==> config.mk <==
export PLATFORM = sky130hd
export DESIGN_NAME = mips_branch_predictor
export DESIGN_NICKNAME = d
export VERILOG_FILES = /design/src/rtl/mips_branch_predictor.sv
export SDC_FILE = /design/constraint.sdc
export NUM_CORES = 1
export LEC_CHECK = 0
export CORE_MARGIN = 3
export CORE_UTILIZATION = 50
export DETAILED_ROUTE_END_ITERATION = 16
export GPL_ROUTABILITY_DRIVEN = 0
export PLACE_DENSITY = 0.7
export SLEW_MARGIN = 20
export SYNTH_ARGS = -nofsm -noshare
export SYNTH_HDL_FRONTEND = slang
export SYNTH_SLANG_ARGS = --single-unit
==> constraint.sdc <==
create_clock -name ClockPulse -period 5.6 [get_ports ClockPulse]
set_clock_uncertainty 0.05 [all_clocks]
set_input_delay 1.12 -clock ClockPulse [delete_from_list [all_inputs] [get_ports ClockPulse]]
set_output_delay 1.12 -clock ClockPulse [all_outputs]
set_load 0.03 [all_outputs]
==> src/rtl/mips_branch_predictor.sv <==
// Direct-mapped BTB with per-entry direction counters, looked up combinationally by fetch.
// MIPS_BP_TWO_BIT_EN selects 2-bit saturating counters; undefined gives 1-bit last-outcome bits.
module mips_branch_predictor #(
    parameter int INDEX_BITS = 4,
    parameter int PC_WIDTH   = 32
) (
    input  logic                ClockPulse,
    input  logic                ResetN,
    input  logic [PC_WIDTH-1:0] LookupPc,
    output logic                Hit,
    output logic [PC_WIDTH-1:0] PredictedTarget,
    input  logic                UpdateValid,
    input  logic [PC_WIDTH-1:0] UpdatePc,
    input  logic                UpdateTaken,
    input  logic [PC_WIDTH-1:0] UpdateTarget,
    input  logic                InvalidateAll
);

    localparam int ENTRIES = 1 << INDEX_BITS;
    localparam int TAG_W   = PC_WIDTH - INDEX_BITS - 2;
`ifdef MIPS_BP_TWO_BIT_EN
    localparam int              CTR_W     = 2;
    localparam logic [CTR_W-1:0] CTR_RESET = 2'b01;
    localparam logic [CTR_W-1:0] CTR_ALLOC = 2'b10;
`else
    localparam int              CTR_W     = 1;
    localparam logic [CTR_W-1:0] CTR_RESET = 1'b0;
    localparam logic [CTR_W-1:0] CTR_ALLOC = 1'b1;
`endif

    logic                valid_q  [ENTRIES];
    logic                valid_d  [ENTRIES];
    logic [TAG_W-1:0]    tag_q    [ENTRIES];
    logic [TAG_W-1:0]    tag_d    [ENTRIES];
    logic [PC_WIDTH-1:0] target_q [ENTRIES];
    logic [PC_WIDTH-1:0] target_d [ENTRIES];
    logic [CTR_W-1:0]    ctr_q    [ENTRIES];
    logic [CTR_W-1:0]    ctr_d    [ENTRIES];

    logic [INDEX_BITS-1:0] lk_idx;
    logic [TAG_W-1:0]      lk_tag;
    logic                  lk_hit;
    logic [INDEX_BITS-1:0] up_idx;
    logic [TAG_W-1:0]      up_tag;
    logic                  up_match;
    logic                  unused_pc_bits;

    assign lk_idx = LookupPc[INDEX_BITS+1:2];
    assign lk_tag = LookupPc[PC_WIDTH-1:INDEX_BITS+2];
    assign up_idx = UpdatePc[INDEX_BITS+1:2];
    assign up_tag = UpdatePc[PC_WIDTH-1:INDEX_BITS+2];
    // Byte offset within the instruction word never participates in lookup or training.
    assign unused_pc_bits = ^{LookupPc[1:0], UpdatePc[1:0]};

    // Reads the registered table only, so a same-cycle update is not bypassed.
    assign lk_hit          = valid_q[lk_idx] && (tag_q[lk_idx] == lk_tag) && ctr_q[lk_idx][CTR_W-1];
    assign Hit             = lk_hit;
    assign PredictedTarget = lk_hit ? target_q[lk_idx] : '0;

    assign up_match = valid_q[up_idx] && (tag_q[up_idx] == up_tag);

    always_comb begin
        valid_d  = valid_q;
        tag_d    = tag_q;
        target_d = target_q;
        ctr_d    = ctr_q;
        if (InvalidateAll) begin
            for (int i = 0; i < ENTRIES; i++) begin
                valid_d[i] = 1'b0;
            end
        end else if (UpdateValid) begin
            if (up_match) begin
                if (UpdateTaken) begin
                    target_d[up_idx] = UpdateTarget;
`ifdef MIPS_BP_TWO_BIT_EN
                    if (ctr_q[up_idx] != 2'b11) ctr_d[up_idx] = ctr_q[up_idx] + 2'b01;
`else
                    ctr_d[up_idx] = 1'b1;
`endif
                end else begin
`ifdef MIPS_BP_TWO_BIT_EN
                    if (ctr_q[up_idx] != 2'b00) ctr_d[up_idx] = ctr_q[up_idx] - 2'b01;
`else
                    ctr_d[up_idx] = 1'b0;
`endif
                end
            end else if (UpdateTaken) begin
                // Allocation evicts whatever branch currently owns this index.
                valid_d[up_idx]  = 1'b1;
                tag_d[up_idx]    = up_tag;
                target_d[up_idx] = UpdateTarget;
                ctr_d[up_idx]    = CTR_ALLOC;
            end
        end
    end

    always_ff @(posedge ClockPulse or negedge ResetN) begin
        if (!ResetN) begin
            for (int i = 0; i < ENTRIES; i++) begin
                valid_q[i]  <= 1'b0;
                tag_q[i]    <= '0;
                target_q[i] <= '0;
                ctr_q[i]    <= CTR_RESET;
            end
        end else begin
            valid_q  <= valid_d;
            tag_q    <= tag_d;
            target_q <= target_d;
            ctr_q    <= ctr_d;
        end
    end

endmodule
==> impl_metrics.toml <==
[status]
status = "completed"

[timing]
setup_viol = 0
maxSlewHeadroom_pct = 25.89
rsz0062_at_grt = "yes"
period_minus_slack_ps = 5553
timing.setup.tns_ps = 0
tightest_slew_ps = 1108
period_share_pct = 99.17
finalHoldViolations = 0
slew_viol_final = 0
fmax_mhz = 180.1

[yosys]
synth.area.top_cells = "dfrtp_1 50%, mux2_2 21%, mux4_2 17%, mux2i_1 2.0%, clkbuf_1 1.3%"
synth.avg_cell_area_um2 = 15.47
ys_seq_area_share_pct = 49.72
yosys.area.top_type_share_pct = 49.72
ys_warn_count = 0
syn-num-nets = 3225
postSynth.asyncResetShare_pct = 100.0
ys.flop_type = "dfrtp_1"
synth_edf_count = 0
syn_area_mm2 = 0.04832
ys_seq_elements = 960
ys_types = 63
synth_most_common_cell = "dfrtp_1"
synthTopCellsByCount = "960 x dfrtp_1, 902 x mux2_2, 362 x mux4_2, 172 x clkbuf_1, 95 x mux2i_1"
synth_top_area_cell = "dfrtp_1"
syn_inst = 3124

[layout]
finalInstanceArea_mm2 = 0.05571
nFillCells = 7194
fin_util_pct = 58.38
syn2layout_area_growth_pct = 15.30
nets = 3362
stdcell_count = 4611
regArea_mm2 = 0.02402
drive_gt1_share_pct = 52.50
multiInputGateArea_mm2 = 0.02303

[power]
vdd_drop_max_mv = 0.2416
p_per_area_mw_per_mm2 = 327.0
p_leak_nw = 25.03
power.total_mw = 18.22

[routing]
firstDrtPassIters = 7
vias_per_cell = 6.499
wl_per_cell_um = 29.51
postRouteAntennaNets = 0
wl_um = 136100
num_vias = 29970
drc_errors = 0
drt_iter0_markers = 2672

[floorplan]
die-area_mm2 = 0.1004
core_area_mm2 = 0.09544
ios = 134
die_w_um = 316.9
die_h_um = 316.9
std_cell_rows = 113
start_util_pct = 50.63

[global_route]
grt_usage_pct = 27.37
antenna_found_initial = 8
overflow = 0
grt_pass1_vias = 31990
grt_pass1_wl_um = 204900
grt_max_degree = 163

[job]
maxCapViolCount = 0

[place]
io_buffer_count = 129
dpl-instance-area_mm2 = 0.05207
post-dp-hpwl_um = 85330
placedCellCount = 4409

[critical_path]
path_cells = "buf_16 > buf_6 > buf_4 > mux4_2 > mux4_2 > xnor2_2 > nand4_1 > nor4_4 > nand4_1 > buf_4 > buf_4 > nor2b_1 > buf_12"
r2r_cells = 11
startpoint_type = "input pin"
crit_required_ps = 4430
worstPathMaxFanout = 20
cp_slowest_stage_delay_ps = 520
slowest_stage = "mux4_2"
end_kind = "output port"
critPathArrivalTime_ps = 4380
crit_type = "input pin to output port"
crit_top_cell = "buf_4"

[clock_tree]
cts_sinks = 960
clk_pin_slew_ps = 60
clock_tree.buffer_depth = 3
cts-root-buf = "clkbuf_16"
cts_tree = "done"
hold_buffers = 0
cts_buffers = 101
htree_num_levels = 3
clk_latency_ps = 720

[worst_hold_path]
hp-class = "input pin to async pin"
cells by family (layout without fill, tap and decap cells):
| kind of cell | count (synthesis) | after routing | synth area share, % |
|---|---|---|---|
| mux | 1401 | 1401 | 41.25 |
| simple gates | 257 | 257 | 2.890 |
| buf+inv | 304 | 523 | 3.001 |
| xor+xnor | 49 | 49 | 0.8882 |
| compound gates | 153 | 153 | 2.253 |
| other cells | 0 | 3 | 0 |
| flops | 960 | 960 | 49.72 |
sequential cells by signal (all words and copies together) (netlist names), named ones only:
name,count
tag_q,416
target_q,512
valid_q,16
final timing paths:
kind | slack, ps | from | endpoint
setup / recovery | 50 | LookupPc[2] | PredictedTarget[17]
hold / removal | 410 | ResetN | tag_q[396]$_DFFE_PN0P_
setup reg to reg | 1430 | tag_q[173]$_DFFE_PN0P_ | tag_q[366]$_DFFE_PN0P_
hold reg to reg | 450 | target_q[42]$_DFFE_PN0P_ | target_q[42]$_DFFE_PN0P_
max in group asynchronous | 3670 | ResetN | target_q[199]$_DFFE_PN0P_
min in group ClockPulse | 450 | target_q[42]$_DFFE_PN0P_ | target_q[42]$_DFFE_PN0P_
per-stage QoR:
stage,hold WS (ps),worst slack [ps]
floorplan,419.4,152.0
global placement,431.7,-554.0
detailed placement,440.5,-588.9
CTS,398.8,14.10
global route,439.9,-5.795
finish,410.9,46.65
per-layer routing:
metal  up-vias  track usage, %  wire length, um
met5         -               0               49
met1     16150           36.85            54220
met2      1266           44.17            66010
li1      12210               -                -
met3       341           5.552            10380
met4        10           10.43             5390
report_power, final:
part | switching (mW) | total [mW] | internal [mW]
Sequential | 0.586 | 8.44 | 7.85
Clock | 2.94 | 6.87 | 3.92
Combinational | 1.23 | 2.91 | 1.68
area by class of cell:
class / count / share of cell area, %
Clock inverter: 46 / 0.9208
Inverter: 21 / 0.1415
Antenna cell: 3 / 0.01347
Timing Repair Buffer: 317 / 6.428
Clock buffer: 139 / 5.206
Tap cell: 1265 / 2.841
Multi-Input combinational cell: 1860 / 41.33
Sequential cell: 960 / 43.12
critical path: cells and delay by family:
family        cells  cell delay [ps]
xor+xnor          1              200
buf+inv           6             1040
mux               2             1030
simple gates      4              960
cells in the final DEF, fill, tap and decap left out, types with 30 or more instances in the layout:
cell | netlist | layout
a21oi_1 | 30 | 30
buf_12 | 4 | 73
buf_4 | 32 | 148
clkbuf_16 | 0 | 101
clkdlybuf4s50_1 | 0 | 87
dfrtp_1 | 960 | 960
mux2_2 | 902 | 902
mux2_4 | 38 | 38
mux2i_1 | 95 | 95
mux4_2 | 362 | 362
nand2_1 | 49 | 43
nor2b_1 | 46 | 41
timing repair:
| action | 4_1_cts | 5_1_grt |
|---|---|---|
| setup endpoints to repair | 33 | 32 |
| pin swaps | 2 | 2 |
| setup buffers | 8 | 6 |
| cloned | 0 | 0 |
| gates resized for setup | 6 | 12 |
(Power assumes the default switching activity.)
